## src/rtl/cpu_pkg.sv

```systemverilog
// Shared decode constants, bus widths and forward-bus helpers for the ID stage.
package cpu_pkg;

    // Bus widths.
    localparam int FS_TO_DS_W = 65;
    localparam int DS_TO_ES_W = 132;
    localparam int BR_BUS_W   = 35;
    // Forward bus layout {valid, we, wait, dest[4:0], value[31:0]} takes 40 bits.
    localparam int FWD_W      = 40;

    // Forward-bus field offsets.
    localparam int FWD_VALUE_LSB = 0;
    localparam int FWD_DEST_LSB  = 32;
    localparam int FWD_WAIT_BIT  = 37;
    localparam int FWD_WE_BIT    = 38;
    localparam int FWD_VALID_BIT = 39;

    // Branch/jump opcodes in inst[31:26].
    localparam logic [5:0] OP_JIRL = 6'h13;
    localparam logic [5:0] OP_B    = 6'h14;
    localparam logic [5:0] OP_BL   = 6'h15;
    localparam logic [5:0] OP_BEQ  = 6'h16;
    localparam logic [5:0] OP_BNE  = 6'h17;
    localparam logic [5:0] OP_BLT  = 6'h18;
    localparam logic [5:0] OP_BGE  = 6'h19;
    localparam logic [5:0] OP_BLTU = 6'h1a;
    localparam logic [5:0] OP_BGEU = 6'h1b;

    // Trap codes in inst[31:15].
    localparam logic [16:0] CODE_SYSCALL = 17'h00056;
    localparam logic [16:0] CODE_BREAK   = 17'h00054;

    // Store opcodes in inst[31:22] (st.b, st.h, st.w).
    localparam logic [9:0] OP_ST_B = 10'h0a4;
    localparam logic [9:0] OP_ST_H = 10'h0a5;
    localparam logic [9:0] OP_ST_W = 10'h0a6;

    function automatic logic is_cond_br(input logic [5:0] op);
        return (op >= OP_BEQ) && (op <= OP_BGEU);
    endfunction

    function automatic logic is_store(input logic [9:0] op10);
        return (op10 >= OP_ST_B) && (op10 <= OP_ST_W);
    endfunction

    function automatic logic fwd_hit(input logic [FWD_W-1:0] f, input logic [4:0] addr);
        return f[FWD_VALID_BIT] & f[FWD_WE_BIT] & (f[FWD_DEST_LSB +: 5] == addr);
    endfunction

    // Returns {wait, value} of the highest-priority source for one operand.
    // r0 reads as zero and never produces a wait.
    function automatic logic [32:0] resolve_src(
        input logic [4:0]       addr,
        input logic [FWD_W-1:0] es,
        input logic [FWD_W-1:0] ms,
        input logic [FWD_W-1:0] ws,
        input logic [31:0]      rf
    );
        logic [32:0] r;
        if (addr == 5'd0) begin
            r = 33'd0;
        end else if (fwd_hit(es, addr)) begin
            r = {es[FWD_WAIT_BIT], es[FWD_VALUE_LSB +: 32]};
        end else if (fwd_hit(ms, addr)) begin
            r = {ms[FWD_WAIT_BIT], ms[FWD_VALUE_LSB +: 32]};
        end else if (fwd_hit(ws, addr)) begin
            r = {ws[FWD_WAIT_BIT], ws[FWD_VALUE_LSB +: 32]};
        end else begin
            r = {1'b0, rf};
        end
        return r;
    endfunction

endpackage

```

## src/rtl/decode_branch_stage_br_unit.sv

```systemverilog
// Combinational branch condition and target generation for ID-stage branches.
module br_unit
    import cpu_pkg::*;
(
    input  logic [31:0] pc,
    input  logic [31:0] inst,
    input  logic [31:0] rj_value,
    input  logic [31:0] rkd_value,
    output logic        is_br,
    output logic        taken,
    output logic [31:0] target
);

    logic [5:0]  opcode_s;
    logic [31:0] offs16_s;
    logic [31:0] offs26_s;

    assign opcode_s = inst[31:26];
    assign offs16_s = {{14{inst[25]}}, inst[25:10], 2'b00};
    assign offs26_s = {{4{inst[9]}}, inst[9:0], inst[25:10], 2'b00};

    // Decode branch kind, evaluate its condition and form the wrapped target.
    always_comb begin
        is_br  = 1'b0;
        taken  = 1'b0;
        target = 32'h0000_0000;
        case (opcode_s)
            OP_JIRL: begin
                is_br  = 1'b1;
                taken  = 1'b1;
                target = rj_value + offs16_s;
            end
            OP_B, OP_BL: begin
                is_br  = 1'b1;
                taken  = 1'b1;
                target = pc + offs26_s;
            end
            OP_BEQ: begin
                is_br  = 1'b1;
                taken  = (rj_value == rkd_value);
                target = pc + offs16_s;
            end
            OP_BNE: begin
                is_br  = 1'b1;
                taken  = (rj_value != rkd_value);
                target = pc + offs16_s;
            end
            OP_BLT: begin
                is_br  = 1'b1;
                taken  = ($signed(rj_value) < $signed(rkd_value));
                target = pc + offs16_s;
            end
            OP_BGE: begin
                is_br  = 1'b1;
                taken  = ($signed(rj_value) >= $signed(rkd_value));
                target = pc + offs16_s;
            end
            OP_BLTU: begin
                is_br  = 1'b1;
                taken  = (rj_value < rkd_value);
                target = pc + offs16_s;
            end
            OP_BGEU: begin
                is_br  = 1'b1;
                taken  = (rj_value >= rkd_value);
                target = pc + offs16_s;
            end
            default: begin
                is_br  = 1'b0;
                taken  = 1'b0;
                target = 32'h0000_0000;
            end
        endcase
    end

endmodule

```

## src/rtl/decode_branch_stage.sv

```systemverilog
// ID stage front end: register read, operand forwarding/stall, branch resolution.
module decode_branch_stage
    import cpu_pkg::*;
(
    input  logic                   clk,
    input  logic                   reset,
    input  logic                   fs_to_ds_valid,
    input  logic [FS_TO_DS_W-1:0]  fs_to_ds_bus,
    output logic                   ds_allowin,
    input  logic                   es_allowin,
    output logic                   ds_to_es_valid,
    output logic [DS_TO_ES_W-1:0]  ds_to_es_bus,
    output logic [BR_BUS_W-1:0]    br_bus,
    output logic [4:0]             rf_raddr1,
    output logic [4:0]             rf_raddr2,
    input  logic [31:0]            rf_rdata1,
    input  logic [31:0]            rf_rdata2,
    input  logic [FWD_W-1:0]       es_fwd,
    input  logic [FWD_W-1:0]       ms_fwd,
    input  logic [FWD_W-1:0]       ws_fwd,
    input  logic                   wb_flush
);

    logic                  ds_valid_r;
    logic [FS_TO_DS_W-1:0] fs_bus_r;

    logic        adef_s;
    logic [31:0] inst_s;
    logic [31:0] pc_s;
    logic [5:0]  opcode_s;
    logic [4:0]  rj_s;
    logic [4:0]  rk_s;
    logic [4:0]  rd_s;
    logic        use_rd_s;
    logic [32:0] src1_s;
    logic [32:0] src2_s;
    logic        ds_ready_go_s;
    logic        ds_allowin_s;
    logic        is_br_s;
    logic        br_cond_s;
    logic [31:0] br_target_raw_s;
    logic        br_taken_s;
    logic        br_stall_s;
    logic        br_cancel_s;
    logic [31:0] br_target_s;
    logic        kill_next_s;
    logic        link_s;
    logic        ex_sys_s;
    logic        ex_brk_s;

    assign adef_s   = fs_bus_r[64];
    assign inst_s   = fs_bus_r[63:32];
    assign pc_s     = fs_bus_r[31:0];
    assign opcode_s = inst_s[31:26];
    assign rj_s     = inst_s[9:5];
    assign rk_s     = inst_s[14:10];
    assign rd_s     = inst_s[4:0];

    // Second read port uses rd for compare-branches and stores, rk otherwise.
    always_comb begin
        use_rd_s = 1'b0;
        if (is_cond_br(opcode_s) || is_store(inst_s[31:22])) begin
            use_rd_s = 1'b1;
        end else begin
            use_rd_s = 1'b0;
        end
    end

    assign rf_raddr1 = rj_s;
    assign rf_raddr2 = use_rd_s ? rd_s : rk_s;

    // Resolve both operands through EX/MEM/WB forwarding and flag load-use waits.
    always_comb begin
        src1_s = resolve_src(rf_raddr1, es_fwd, ms_fwd, ws_fwd, rf_rdata1);
        src2_s = resolve_src(rf_raddr2, es_fwd, ms_fwd, ws_fwd, rf_rdata2);
    end

    br_unit u_br_unit (
        .pc        (pc_s),
        .inst      (inst_s),
        .rj_value  (src1_s[31:0]),
        .rkd_value (src2_s[31:0]),
        .is_br     (is_br_s),
        .taken     (br_cond_s),
        .target    (br_target_raw_s)
    );

    // Handshake and branch-redirect signalling back to fetch.
    always_comb begin
        // A fetch-faulted instruction carries no usable operands, so it never waits.
        ds_ready_go_s = adef_s | ~(src1_s[32] | src2_s[32]);
        ds_allowin_s  = ~ds_valid_r | (ds_ready_go_s & es_allowin);
        br_taken_s    = ds_valid_r & is_br_s & br_cond_s & ~adef_s & ~wb_flush;
        br_stall_s    = ds_valid_r & is_br_s & ~ds_ready_go_s;
        br_cancel_s   = br_taken_s & ds_ready_go_s & es_allowin;
        // The sequential instruction fetched alongside a leaving taken branch is wrong-path.
        kill_next_s   = br_taken_s & ds_ready_go_s & es_allowin;
        br_target_s   = br_taken_s ? br_target_raw_s : 32'h0000_0000;
    end

    // Link and trap flags carried to EX for the remaining decode.
    always_comb begin
        link_s   = (opcode_s == OP_BL) | (opcode_s == OP_JIRL);
        ex_sys_s = (inst_s[31:15] == CODE_SYSCALL);
        ex_brk_s = (inst_s[31:15] == CODE_BREAK);
    end

    assign ds_allowin     = ds_allowin_s;
    assign ds_to_es_valid = ds_valid_r & ds_ready_go_s & ~wb_flush;
    assign br_bus         = {br_stall_s, br_cancel_s, br_taken_s, br_target_s};
    assign ds_to_es_bus   = {adef_s, ex_sys_s, ex_brk_s, link_s,
                             src2_s[31:0], src1_s[31:0], inst_s, pc_s};

    // ID pipeline register: flush empties the stage, otherwise capture on allowin.
    always_ff @(posedge clk) begin
        if (reset) begin
            ds_valid_r <= 1'b0;
            fs_bus_r   <= {FS_TO_DS_W{1'b0}};
        end else begin
            if (wb_flush) begin
                ds_valid_r <= 1'b0;
            end else if (ds_allowin_s) begin
                ds_valid_r <= fs_to_ds_valid & ~kill_next_s;
            end
            if (ds_allowin_s) begin
                fs_bus_r <= fs_to_ds_bus;
            end
        end
    end

endmodule
```

## config.mk

```make
export PLATFORM = sky130hd
export DESIGN_NAME = decode_branch_stage
export DESIGN_NICKNAME = d
export VERILOG_FILES = /design/src/rtl/cpu_pkg.sv /design/src/rtl/decode_branch_stage_br_unit.sv /design/src/rtl/decode_branch_stage.sv
export SDC_FILE = /design/constraint.sdc
export NUM_CORES = 1
export LEC_CHECK = 0
export ABC_CLOCK_PERIOD_IN_PS = 6500
export BUFFER_PORTS_ARGS = -buffer_cell sky130_fd_sc_hd__buf_2
export CORE_AREA = 2 2 166 168
export CTS_BUF_LIST = sky130_fd_sc_hd__clkbuf_8 sky130_fd_sc_hd__clkbuf_16
export CTS_CLUSTER_DIAMETER = 120
export DETAILED_ROUTE_END_ITERATION = 12
export DIE_AREA = 0 0 168 170
export GPL_TIMING_DRIVEN = 0
export PLACE_DENSITY = 0.7
export SYNTH_ARGS = -nofsm -noshare
export SYNTH_HDL_FRONTEND = slang
export SYNTH_SLANG_ARGS = --single-unit
```

## constraint.sdc

```tcl
create_clock -name clk -period 6.5 [get_ports clk]
set_input_delay 0.325 -clock clk [delete_from_list [all_inputs] [get_ports clk]]
set_output_delay 0.325 -clock clk [all_outputs]
set_load 0.02 [all_outputs]
```

Word-level counts from Yosys, hierarchy flattened
Cells that the tools add are included.
{ "word_totals": {"word_cells": 86, "input_bits": 254, "output_inout_bits": 179, "ff_bits": 66} }
{ "classes": {"n_reduce_logical": 10, "eq_ne": 19, "n_mux": 14, "n_addsub": 3, "n_bitwise": 30, "n_lt_le_gt_ge": 8} }
{ "ops": {"columns": ["op", "count"], "rows": [
  ["33-bit two-way mux", 8],
  ["32-bit adder", 3],
  ["32-bit one-hot mux with 3 select lines", 1],
  ["32-bit >= comparator", 2],
  ["32-bit less-than comparator", 2],
  ["6-bit by 5-bit == test with 1-bit output (second input constant)", 9],
  ["17-bit by 7-bit == test with 1-bit output (second input constant)", 2],
  ["32-bit == test", 1],
  ["32-bit two-way mux", 1],
  ["32-bit != test", 1],
  ["5-bit == test", 6],
  ["1-bit bitwise AND", 20],
  ["10-bit by 8-bit >= comparator with 1-bit output (second input constant)", 1],
  ["10-bit by 8-bit <= comparator with 1-bit output (second input constant)", 1],
  ["5-bit logical NOT", 2],
  ["9-bit OR reduction", 1],
  ["1-bit one-hot mux with 7 select lines", 1],
  ["6-bit by 5-bit >= comparator with 1-bit output (second input constant)", 1],
  ["6-bit by 5-bit <= comparator with 1-bit output (second input constant)", 1],
  ["1-bit inverter", 6],
  ["6-bit OR reduction", 1],
  ["5-bit two-way mux", 1],
  ["1-bit OR", 4],
  ["2-bit OR reduction", 2],
  ["other kinds (4)", 6]
]} }

Longest topological paths before layout
Gate-level depths: netlist of the first run.
{ "logic_depth": {"word_depth": 20, "depth_mapped": 26, "mapped_depth_nobuf": 21} }

By module
A second synthesis of the first run with hierarchy kept.
{ "hier_totals": {"hier_cells": 1427, "area_unflattened_um2": 10416.2} }
{ "by_module_without_submodules": {"columns": ["module", "n_inst", "cells_per_inst", "seq_area_each_um2", "area_per_inst_um2"], "rows": [
  ["decode_branch_stage", 1, 840, 1321.3, 6027.0],
  ["br_unit", 1, 587, 0.0, 4389.2]
]} }

Worst setup path before layout of the first run
OpenSTA, ideal clock, no wires.
{ "synth_path": {"kind": "reg2out", "start": "register fs_bus_r[57]", "end": "output port br_bus[32]", "stages_incl_launch_ff": 23, "required_time_ps": 6175, "n_path_buf": 4, "slack_ps": -136, "t_arrival_ps": 6311, "cell_sequence": "dfxtp_1 -> nor2_1 -> a41oi_1 -> o31ai_1 -> and3_1 -> or4_1 -> or4_1 -> buf_2 -> buf_1 -> mux2i_1 -> or2_2 -> ha_1 -> a21oi_1 -> o21ai_0 -> o311a_1 -> o31a_1 -> nor3_1 -> mux2i_1 -> a221oi_1 -> a31oi_1 -> clkbuf_1 -> inv_1 -> buf_4"} }
{ "synth_via": {"elab_chain_cells": 16, "word_cells_on_any_way": 27, "cone_classes": "order compare (6); eq/ne (5); mux (7); bitwise (6); reduce/logical (3)"} }
{ "synth_rtl": {"columns": ["element", "line", "source"], "rows": [
  ["start, declared", "decode_branch_stage.sv:25", "logic [FS_TO_DS_W-1:0] fs_bus_r;"],
  ["start signal, assigned", "decode_branch_stage.sv:118", "fs_bus_r <= {FS_TO_DS_W{1'b0}};"],
  ["start signal, assigned", "decode_branch_stage.sv:126", "fs_bus_r <= fs_to_ds_bus;"],
  ["10-bit by 8-bit >= comparator with 1-bit output or 10-bit by 8-bit <= comparator with 1-bit output (tied branches)", "cpu_pkg.sv:43", "return (op10 >= OP_ST_B) && (op10 <= OP_ST_W);"],
  ["1-bit logical AND (*)", "cpu_pkg.sv:43", null],
  ["1-bit logical OR (*)", "decode_branch_stage.sv:62", "if (is_cond_br(opcode_s) || is_store(inst_s[31:22])) begin"],
  ["1-bit two-way mux (*)", "decode_branch_stage.sv:62", null],
  ["5-bit two-way mux (*)", "decode_branch_stage.sv:70", "assign rf_raddr2 = use_rd_s ? rd_s : rk_s;"],
  ["5-bit == test", "cpu_pkg.sv:47", "return f[FWD_VALID_BIT] & f[FWD_WE_BIT] & (f[FWD_DEST_LSB +: 5] == addr);"],
  ["1-bit bitwise AND", "cpu_pkg.sv:47", null],
  ["33-bit two-way mux", "cpu_pkg.sv:66", "end else if (fwd_hit(ws, addr)) begin"],
  ["33-bit two-way mux", "cpu_pkg.sv:64", "end else if (fwd_hit(ms, addr)) begin"],
  ["33-bit two-way mux", "cpu_pkg.sv:62", "end else if (fwd_hit(es, addr)) begin"],
  ["33-bit two-way mux (*)", "cpu_pkg.sv:60", "if (addr == 5'd0) begin"],
  ["32-bit >= comparator, or another cell as far along", "decode_branch_stage_br_unit.sv:65", "taken = (rj_value >= rkd_value);"],
  ["1-bit one-hot mux with 7 select lines (*)", "decode_branch_stage_br_unit.sv:27", "case (opcode_s)"],
  ["1-bit bitwise AND (*) (3 in a row)", "decode_branch_stage.sv:93", "br_taken_s = ds_valid_r & is_br_s & br_cond_s & ~adef_s & ~wb_flush;"],
  ["end, declared", "decode_branch_stage.sv:13", "output logic [BR_BUS_W-1:0] br_bus,"]
]} }
Mark *: on every way between the ends. The rest lies on a longest branch, timed or not.

Worst setup path after layout of the first run
{ "layout_path": {"start": "register fs_bus_r[57]", "end": "output port br_bus[26]"} }
{ "layout_via": {"elab_chain_cells": 17, "word_cells_on_any_way": 32, "cone_classes": "add/sub (3); order compare (6); eq/ne (5); mux (9); bitwise (6); reduce/logical (3)"} }
{ "layout_rtl": {"columns": ["element", "line", "source"], "rows": [
  ["10-bit by 8-bit >= comparator with 1-bit output or 10-bit by 8-bit <= comparator with 1-bit output (tied branches)", "cpu_pkg.sv:43", null],
  ["1-bit logical AND", "cpu_pkg.sv:43", null],
  ["1-bit logical OR", "decode_branch_stage.sv:62", null],
  ["1-bit two-way mux", "decode_branch_stage.sv:62", null],
  ["5-bit two-way mux", "decode_branch_stage.sv:70", null],
  ["5-bit == test", "cpu_pkg.sv:47", null],
  ["1-bit bitwise AND", "cpu_pkg.sv:47", null],
  ["33-bit two-way mux", "cpu_pkg.sv:66", null],
  ["33-bit two-way mux", "cpu_pkg.sv:64", null],
  ["33-bit two-way mux", "cpu_pkg.sv:62", null],
  ["33-bit two-way mux", "cpu_pkg.sv:60", null],
  ["32-bit >= comparator, or another cell as far along", "decode_branch_stage_br_unit.sv:65", null],
  ["1-bit one-hot mux with 7 select lines", "decode_branch_stage_br_unit.sv:27", null],
  ["1-bit bitwise AND (3 in a row)", "decode_branch_stage.sv:93", null],
  ["32-bit two-way mux (*)", "decode_branch_stage.sv:98", "br_target_s = br_taken_s ? br_target_raw_s : 32'h0000_0000;"]
]} }
Marked as above.

==> results of run 1 <==
[power breakdown]
group	internal (mW)	leakage (nW)	switching (mW)
Clock	0.339	0.156	0.208
Sequential	0.430	0.554	0.0574
Combinational	0.444	6.43	0.655
Total	1.21	7.14	0.920
[routing by layer]
| metal | routed length (µm) | vias to the layer above | global-route usage, % |
|---|---|---|---|
| met2 | 24900 | 855 | 58.8 |
| met5 | 23 | - | 0 |
| met1 | 22600 | 6502 | 48.5 |
| met4 | 2180 | 4 | 12.7 |
| met3 | 5350 | 125 | 4.77 |
| li1 | - | 6368 | - |
[final timing paths]
kind,start,endpoint,slack [ns],cells past startpoint
worst min-delay path,wb_flush,ds_valid_r,0.18,2
worst min register to register,fs_bus_r[0],fs_bus_r[0],0.53,2
worst max register to register,fs_bus_r[57],ds_valid_r,0.51,22
worst max-delay path,fs_bus_r[57],br_bus[26],-0.09,24
[layout by cell type (no fill, tap or decap), types with 40 or more instances in the layout]
| master | count |
|---|---|
| clkbuf_1 | 51 |
| buf_6 | 40 |
| a21oi_1 | 123 |
| nand2_1 | 145 |
| buf_2 | 408 |
| ha_1 | 81 |
| mux2i_1 | 124 |
| nand2b_1 | 136 |
| nor2_1 | 169 |
| buf_4 | 48 |
| dfxtp_1 | 56 |
| xnor2_1 | 46 |
[repair_timing]
| item | in CTS | in global routing |
|---|---|---|
| hold endpoints to repair | 0 | 0 |
| cloned | 4 | 1 |
| pin swaps | 14 | 33 |
| buffers inserted | 21 | 13 |
| setup endpoints to repair | 35 | 34 |
| gates resized for setup | 112 | 172 |
[registers in the layout, indices dropped and copies added, names as in the netlist]
signal and cells:
ds_valid_r 1, fs_bus_r 65
[worst register-to-register path, cell delays in order (launching register included)]
cell	delay, ns
dfxtp_4	0.35
nor2_4	0.13
a41oi_4	0.18
buf_6	0.17
or3_4	0.40
and3_1	0.18
or4_4	0.40
or4_4	0.68
buf_12	0.21
mux2i_4	0.20
or2_4	0.25
ha_4	0.22
nand4_1	0.11
o21bai_1	0.07
o311a_1	0.38
o31a_1	0.35
nor3_2	0.26
mux2i_1	0.25
a221oi_2	0.09
buf_4	0.17
a31oi_4	0.34
nor3_2	0.09
a2111oi_0	0.37
[per-stage QoR]
stage	total power [mW]	setup TNS (ns)
floorplan	1.10	0
global placement	1.46	-55.77
detailed placement	1.47	-59.03
CTS	2.05	-0.399
global route	2.22	-5.16
finish	2.13	-1.20
[cell type report]
cell class                 count  area (µm²)
sequential                    66        1350
inverter                      33         124
antenna                        3        7.51
buffer                       101         601
tap                          341         427
clock inverter                 7        98.8
timing repair buffer         468        2670
clock buffer                   9         225
multi-input combinational   1301        9320
fill                        2611       11800
[logic make-up after synthesis]
logic type,after synthesis,share of synthesized area [%]
xor gates and xnor gates,64,5.31
adders and majority gates,92,11.0
AOI/OAI and AO/OA,364,22.6
buffers and inverters,137,5.76
DFF,66,12.5
muxes,132,12.5
and+or+nand+nor,647,30.2
==> out/results.tsv, run 1 <==
stage	metric	value	unit
timing	fin_crit	6.59	ns
clocking	numCtsBuffers	9	
global_route	antenna_found_initial	4	
place	placed_cell_area	13100	µm²
clocking	cts-htree-levels	3	
worst_setup_path	worstSetupStartpointType	flop	
detailed_routing	drc	0	
synth	post-synth-top-count-cell	nor2_1	
final_layout	nets	2326	
clocking	ctsHoldBuffers	0	
worst_setup_path	arrival	6.26	ns
timing	max_clock_freq	0.152	GHz
synth	syn_area	10600	µm²
floorplan	start_util	39.6	%
clocking	clk_latency	0.34	ns
floorplan	coreArea	26700	µm²
timing	hold_viol	0	
detailed_routing	drt_first_iter_violations	1496	
place	io_buffer_count	431	
final_layout	drive_gt1_share	33.9	%
synth	synth_seq_area_share	12.5	%
synth	synth-seq-cells	66	
synth	ys_types	67	
clocking	clock-sinks	66	
final_layout	finalNonFillerCells	2329	
global_route	grt_first_pass_wirelength	77400	µm
global_route	grt_pass1_vias	12800	
timing	layout_setup_ws	-0.0869	ns
synth	synth_top_area_share	12.5	%
clocking	cts_tree	built	
clocking	clockBufferDepth	2	
detailed_routing	wire_per_inst	23.6	µm
worst_setup_path	critPathKind	flop to primary output	
run	maxCapViolCount	0	
detailed_routing	routed_wl	55000	µm
synth	synth_warnings	0	
worst_setup_path	worst-path-buf-inv	6	
timing	setup_viol	27	
timing	worst_pin_slew	0.946	ns
synth	synth-main-ff-cell	dfxtp_1	
final_layout	finalCoreUtilization	55.6	%
power	ir_drop	135	µV
timing	relSlewSlack	36.4	%
worst_setup_path	slowest_delay	0.68	ns
global_route	groute.usage.overall	36.0	%
detailed_routing	ant_nets	0	
timing	whs	0.178	ns
worst_setup_path	crit_chain	nor2_4 > a41oi_4 > buf_6 > or3_4 > and3_1 > or4_4 > or4_4 > buf_12 > mux2i_4 > or2_4 > ha_4 > nand4_1 > o21bai_1 > o311a_1 > o31a_1 > nor3_2 > mux2i_1 > a221oi_2 > buf_4 > a31oi_4 > buf_12 > clkbuf_16 > a21oi_4 > buf_6	
synth	synth.area.top_cells	dfxtp_1 13%, mux2i_1 13%, ha_1 11%, nand2b_1 8.1%, nor2_1 6.9%	
timing	finalClockSkew	0.00860	ns
place	dpl_worst_slack	-2.01	ns
final_layout	area_growth	40.4	%
place	dpl.hpwl	44400	µm
final_layout	fin_area	14800	µm²
place	dp.cells	2274	
status	violations	negative setup slack	
detailed_routing	drtPass1Iterations	6	
power	p_leak	7.14	nW
synth	syn_avg_cell_area	7.03	µm²
floorplan	fp.dieH	170	µm
clocking	clkSlewWorstSetupHoldPaths	0.06	ns
timing	min_period_over_period	101	%
floorplan	io_pins	433	
floorplan	die_area	28600	µm²
timing	slew_violations	0	
global_route	grt-ovfl-total	0	
place	gp_congestion	0.980	
detailed_routing	num_vias	13900	
synth	synth_top_area_cell	dfxtp_1	
global_route	grt_max_degree	14	
clocking	cts_root_buffer	clkbuf_16	
worst_setup_path	cp_top_family	simple AND/OR/NAND/NOR gates	
worst_setup_path	end_kind	primary output	
synth	synth-async-reset-ratio	0	%
synth	syn_inst	1502	
detailed_routing	vias_per_cell	5.95	
floorplan	rows	60	
worst_setup_path	required	6.17	ns
worst_setup_path	worstPathMaxFanout	8	
power	power_density	144	nW/µm²
timing	rsz0062_at_grt	true	
synth	synth_nets	1848	
floorplan	dieWidth	168	µm
synth	yosys-top-cells-count	195 x nor2_1, 147 x nand2_1, 137 x nand2b_1	
min_path	hold_path.class	input pin to flop	
worst_setup_path	slowest_stage	or4_4	
synth	synth_edf_count	0	
status	outcome	finished, violations left	
Power figures use the tool's default switching activity.
==> run 2, diff against run 1 <==
--- a/config.mk
+++ b/config.mk
@@ -7,13 +7,13 @@
 export LEC_CHECK = 0
 export ABC_CLOCK_PERIOD_IN_PS = 6500
 export BUFFER_PORTS_ARGS = -buffer_cell sky130_fd_sc_hd__buf_2
-export CORE_AREA = 2 2 166 168
+export CORE_AREA = 3 3 167 169
 export CTS_BUF_LIST = sky130_fd_sc_hd__clkbuf_8 sky130_fd_sc_hd__clkbuf_16
 export CTS_CLUSTER_DIAMETER = 120
 export DETAILED_ROUTE_END_ITERATION = 12
-export DIE_AREA = 0 0 168 170
+export DIE_AREA = 0 0 170 172
 export GPL_TIMING_DRIVEN = 0
-export PLACE_DENSITY = 0.7
+export PLACE_DENSITY = 0.68
 export SYNTH_ARGS = -nofsm -noshare
 export SYNTH_HDL_FRONTEND = slang
 export SYNTH_SLANG_ARGS = --single-unit
==> run 2 against run 1 <==
- the run now ends clean
- clock power increased by 2%
- core utilization decreased by 0.26 points
- worst hold slack got worse by 0.013 ns
- first-iteration DRC count shrank 1.8%
- worst setup slack gained 0.090 ns
- combinational power about the same
- sequential share of layout area barely moved
- die area rose by 2.4%
- wire length increased by 0.81%
- flip-flop and latch count unchanged
- design area fell by 0.19%
- critical endpoint is now br_bus[23]
- largest power group unchanged
- highest routed layer unchanged
==> out/results.tsv, run 2 (synthesis results as in run 1) <==
stage	metric	value	unit
detailed_routing	ant_nets	0	
worst_setup_path	end_kind	primary output	
worst_setup_path	arrival	6.17	ns
power	internal_power	1.22	mW
final_layout	largestRegisters	fs_bus_r: 65 flops, ds_valid_r: 1 flops	
clocking	clk_latency	0.35	ns
timing	slew_violations	0	
worst_setup_path	required	6.17	ns
power	total_switching_power	0.923	mW
clocking	ctsHoldBuffers	0	
worst_setup_path	rr_startpoint	fs_bus_r[55]	
final_layout	largest-register	fs_bus_r	
detailed_routing	drtPass1Iterations	6	
worst_setup_path	startpoint	fs_bus_r[55]	
final_layout	largest_reg_flops	65	
place	gp_congestion	0.984	
final_layout	mostFrequentLayoutCells	403 x buf_2, 171 x nor2_1, 146 x nand2_1	
floorplan	io_pins	433	
global_route	grt_first_pass_wirelength	77300	µm
timing	setup_viol	0	
clocking	numCtsBuffers	9	
global_route	groute.usage.overall	35.0	%
final_layout	layout_commonest_cell	buf_2	
final_layout	drive_gt1_share	34.0	%
timing	worst_pin_slew	0.838	ns
timing	finalClockSkew	0.0132	ns
place	placed_cell_area	13100	µm²
power	clkPwrFrac	26.0	%
detailed_routing	num_vias	13800	
place	io_buffer_count	431	
timing	hold_viol	0	
detailed_routing	routed_wl	55500	µm
clocking	cts_tree	built	
final_layout	nets	2319	
power	p_comb_share	51.1	%
power	pwr-share-seq	22.9	%
clocking	clock-sinks	66	
timing	min_period_over_period	100	%
floorplan	start_util	39.5	%
clocking	cts_root_buffer	clkbuf_16	
final_layout	finalNonFillerCells	2322	
floorplan	fp.dieH	172	µm
worst_setup_path	critPathKind	flop to primary output	
power	switching_share	43.0	%
detailed_routing	vias_per_cell	5.93	
floorplan	rows	60	
worst_setup_path	worstSetupStartpointType	flop	
detailed_routing	wire_per_inst	23.9	µm
worst_setup_path	worstPathMaxFanout	8	
detailed_routing	drc	0	
final_layout	fin_area	14800	µm²
timing	rsz0062_at_grt	true	
timing	relSlewSlack	43.7	%
min_path	hold_path.class	input pin to flop	
global_route	grt_max_degree	13	
place	dp.cells	2274	
floorplan	coreArea	26700	µm²
timing	max_clock_freq	0.154	GHz
clocking	clkSlewWorstSetupHoldPaths	0.07	ns
clocking	cts-htree-levels	3	
place	dpl.hpwl	44700	µm
global_route	grt_pass1_vias	12700	
status	outcome	finished, final reports clean	
floorplan	die_area	29200	µm²
final_layout	area_growth	40.1	%
min_path	hold_start	wb_flush	
power	ir_drop	116	µV
power	power_density	145	nW/µm²
global_route	grt-ovfl-total	0	
timing	fin_crit	6.50	ns
detailed_routing	drt_first_iter_violations	1469	
power	power	2.15	mW
floorplan	dieWidth	170	µm
clocking	clockBufferDepth	2	
global_route	antenna_found_initial	5	
run	maxCapViolCount	0	
power	p_leak	7.07	nW
timing	whs	0.164	ns
## run 2: stage by stage
step           setup WS [ns]  util (%)  TNS (ns)
6_report             0.00284      55.4         0
5_1_grt              -0.0742      55.4     -1.38
4_1_cts              0.00149      52.8         0
3_5_place_dp           -2.06      49.2    -61.19
3_3_place_gp           -2.00      49.2    -58.14
2_1_floorplan          0.124         -         0
## run 2: area by class of cell
type,instances,area [µm²]
Clock buffer,10,239
Antenna cell,3,7.51
Inverter,33,124
Sequential cell,66,1350
Tap cell,341,427
Timing Repair Buffer,461,2600
Buffer,102,632
Multi-Input combinational cell,1300,9330
Fill cell,2669,11900
Clock inverter,6,87.6
## run 2: worst paths after layout
check	to	depth (start not counted)	slack, ns
setup / recovery	br_bus[23]	24	0.003
hold / removal	ds_valid_r	2	0.16
setup reg to reg	ds_valid_r	23	0.68
hold reg to reg	fs_bus_r[29]	2	0.53
## run 2: critical path, cell delays in order (launching register included)
cell and delay [ns]:
dfxtp_2 0.41, nand2_4 0.13, a41oi_4 0.19, or3_4 0.44, and3_1 0.17, or4_1 0.50, or4_4 0.55, buf_12 0.17
buf_12 0.14, mux2i_2 0.16, or2_4 0.25, ha_4 0.21, nand4_1 0.13, o21bai_1 0.09, o311a_1 0.38, o31a_1 0.36
nor3_4 0.31, buf_4 0.17, nor3b_1 0.05, a21oi_1 0.23, a31oi_4 0.15, buf_12 0.18, buf_6 0.11, a31oi_4 0.20
buf_6 0.15
## run 2: repair_timing
action / 4_1_cts / 5_1_grt
pin swaps: 19 / 29
resized for setup: 128 / 162
endpoints found under the setup margin: 35 / 34
buffers inserted: 17 / 10
gates cloned: 3 / 1
## run 2: layer usage
metal	track usage (%)	wire length, µm	vias to the layer above
li1	-	-	6335
met1	47.3	22900	6485
met2	55.7	25100	818
met3	6.58	5300	138
met4	12.9	2240	2
met5	0	13	-
## run 2: power by group through the flow
stage	Combinational [mW]	Sequential [mW]	Clock [mW]
2_1_floorplan	0.605	0.498	0
3_3_place_gp	0.971	0.494	0
3_5_place_dp	0.981	0.495	0
4_1_cts	1.03	0.487	0.561
5_1_grt	1.17	0.491	0.573
6_report	1.10	0.491	0.558
==> run 3, diff against run 2 <==
==> constraint.sdc (replaced) <==
create_clock -name clk -period 6.5 [get_ports clk]
set_input_delay 0.325 -clock clk [delete_from_list [all_inputs] [get_ports clk]]
set_output_delay 0.325 -clock clk [all_outputs]
set_load 0.005 [all_outputs]
==> run 3 against run 2 <==
- the flow now finishes with violations (negative setup slack)
- combinational power fell by 7%
- power fell by 6.1%
- first-iteration DRC count fell by 16%
- register-to-register slack got worse by 0.23 ns
- worst hold slack improved by 0.013 ns
- sequential share of layout area rose by 0.15 points
- maximum frequency fell by 2.9%
- flip-flop and latch count did not move
- count of clock-buffer cells in the layout rose by 2
- largest power group unchanged
==> out/results.tsv, run 3 (synthesis results as in run 1) <==
stage	metric	value	unit
worst_setup_path	end_kind	primary output	
timing	min_period_over_period	103	%
status	violations	negative setup slack	
detailed_routing	vias_per_cell	5.98	
timing	worst_pin_slew	0.828	ns
timing	hold_viol	0	
clocking	cts-htree-levels	3	
clocking	clk_latency	0.35	ns
worst_setup_path	required	6.17	ns
power	ir_drop	157	µV
clocking	clkSlewWorstSetupHoldPaths	0.06	ns
worst_setup_path	cp.depth	24	
worst_setup_path	worst-path-buf-inv	6	
detailed_routing	ant_nets	0	
timing	slew_violations	0	
place	io_buffer_count	431	
timing	rsz0062_at_grt	true	
final_layout	finalNonFillerCells	2335	
detailed_routing	drtPass1Iterations	6	
final_layout	drive_gt1_share	33.8	%
final_layout	area_growth	37.9	%
power	switching_share	41.8	%
place	dpl.hpwl	45100	µm
final_layout	largest_reg_flops	65	
power	total_switching_power	0.843	mW
timing	layout_setup_ws	-0.190	ns
global_route	antenna_found_initial	3	
final_layout	fillCellCount	2653	
floorplan	die_area	29200	µm²
worst_setup_path	arrival	6.36	ns
min_path	hold_path.class	input pin to flop	
worst_setup_path	worstPathMaxFanout	6	
final_layout	fin_area	14600	µm²
status	outcome	finished, violations left	
timing	relSlewSlack	44.6	%
final_layout	mostFrequentLayoutCells	438 x buf_2, 184 x nor2_1, 144 x nand2_1	
worst_setup_path	ff2ff_setup_slack	0.45	ns
floorplan	rows	60	
worst_setup_path	crit_top_cell	buf_12	
worst_setup_path	worstRegToRegCells	22	
final_layout	layout_commonest_cell	buf_2	
detailed_routing	drc	0	
power	power_density	138	nW/µm²
power	internal_power	1.17	mW
place	dpl_worst_slack	-1.94	ns
power	pwr-share-seq	24.4	%
place	gp_congestion	1.00	
clocking	ctsHoldBuffers	0	
final_layout	largest-register	fs_bus_r	
global_route	groute.usage.overall	35.7	%
worst_setup_path	slowest_delay	0.67	ns
global_route	grt_max_degree	13	
global_route	grt_pass1_vias	13000	
timing	fin_crit	6.69	ns
clocking	cts_root_buffer	clkbuf_16	
clocking	numCtsBuffers	9	
floorplan	start_util	39.5	%
worst_setup_path	critPathKind	flop to primary output	
place	placed_cell_area	13200	µm²
timing	max_clock_freq	0.149	GHz
worst_setup_path	slowest_stage	or4_4	
worst_setup_path	crit_chain	buf_6 > nand4b_1 > and2_4 > or3_4 > and3_1 > or4_1 > or4_4 > buf_12 > mux2i_2 > or2_4 > ha_4 > a21oi_4 > o21ai_2 > o311a_1 > o31a_1 > nor3_4 > mux2i_1 > a221oi_2 > buf_4 > a31oi_4 > buf_12 > clkbuf_16 > nor2_2 > buf_2	
power	p_leak	7.12	nW
run	maxCapViolCount	0	
timing	finalSetupTns	-4.42	ns
detailed_routing	wire_per_inst	24.0	µm
worst_setup_path	timing.rr.end	ds_valid_r	
worst_setup_path	rr_startpoint	fs_bus_r[60]	
global_route	grt_first_pass_wirelength	79500	µm
floorplan	coreArea	26700	µm²
worst_setup_path	startpoint	fs_bus_r[60]	
clocking	clockBufferDepth	2	
place	dp.cells	2274	
floorplan	dieWidth	170	µm
final_layout	nets	2334	
power	clkPwrFrac	24.7	%
detailed_routing	routed_wl	56100	µm
clocking	cts_tree	built	
timing	setup_viol	34	
floorplan	io_pins	433	
global_route	grt-ovfl-total	0	
floorplan	fp.dieH	172	µm
power	p_comb_share	50.9	%
worst_setup_path	cp-endpoint	br_bus[4]	
final_layout	finalCoreUtilization	54.5	%
final_layout	largestRegisters	fs_bus_r: 65 flops, ds_valid_r: 1 flops	
final_layout	ff_latch_area	1350	µm²
timing	finalClockSkew	0.00497	ns
final_layout	multiInputGateArea	9220	µm²
detailed_routing	num_vias	14000	
worst_setup_path	cp_top_family	simple AND/OR/NAND/NOR gates	
clocking	clock-sinks	66	
detailed_routing	drt_first_iter_violations	1238	
worst_setup_path	worstSetupStartpointType	flop	
## run 3: cell count changes in the layout (fill, tap and decap cells not counted), moves of 3 or more
cell,change
mux2i_4,-3
a21oi_1,+3
buf_2,+35
nor2_2,-6
buf_6,-20
clkbuf_4,-4
mux2i_1,+4
nor2_4,-7
nor2_1,+13
## run 3: what timing repair did
item                       4_1_cts  5_1_grt
buffers inserted                27       14
setup endpoints to repair       35       34
resized for setup              113       86
cloned                           5        1
pin swaps                       16       29
## run 3: worst reg2reg max path, delay by kind of cell (launching register included)
family	cells	cell delay, ns
compound gates	7	1.73
fa+ha+maj	1	0.23
buf+inv	3	0.46
flops	1	0.36
mux	2	0.43
simple gates	9	2.70
## run 3: cell type report
type                    instances  area share (%)
flip-flops and latches         66            9.28
multi-input cells            1302            63.3
repair buffers                475            17.5
diodes                          1          0.0172
well taps                     341            2.93
plain buffers                 101            4.05
clock buffers                  12            1.83
inverters                      33           0.851
clock inverters                 4           0.223
## run 3: per-layer routing
layer | wire length (µm) | share of wire (%) | up-vias | track usage (%)
li1 | - | - | 6353 | -
met1 | 23200 | 41 | 6719 | 47.8
met2 | 25800 | 46 | 744 | 58.2
met3 | 5060 | 9.0 | 140 | 6.84
met4 | 2020 | 3.6 | 4 | 11.7
met5 | 27 | 0.048 | - | 0
## run 3: worst min-delay path by stage
stage               depth (start not counted)  slack, ns          from            to
floorplan                                   1       0.41      wb_flush    ds_valid_r
global placement                            2       0.50  fs_bus_r[30]  fs_bus_r[30]
detailed placement                          2       0.52   fs_bus_r[0]   fs_bus_r[0]
CTS                                         2       0.16      wb_flush    ds_valid_r
global route                                2       0.20      wb_flush    ds_valid_r
finish                                      2       0.18      wb_flush    ds_valid_r
## run 3: power groups by stage
stage | combinational [mW] | sequential [mW] | clock [mW]
2_1_floorplan | 0.550 | 0.470 | 0
3_3_place_gp | 0.888 | 0.497 | 0
3_5_place_dp | 0.898 | 0.497 | 0
4_1_cts | 0.963 | 0.489 | 0.499
5_1_grt | 1.11 | 0.492 | 0.518
6_report | 1.02 | 0.492 | 0.497
## run 3: metrics by stage
step / hold WS (ns) / power (mW)
3_3_place_gp: 0.501 / 1.39
4_1_cts: 0.165 / 1.95
2_1_floorplan: 0.408 / 1.02
3_5_place_dp: 0.519 / 1.40
6_report: 0.177 / 2.01
5_1_grt: 0.197 / 2.12
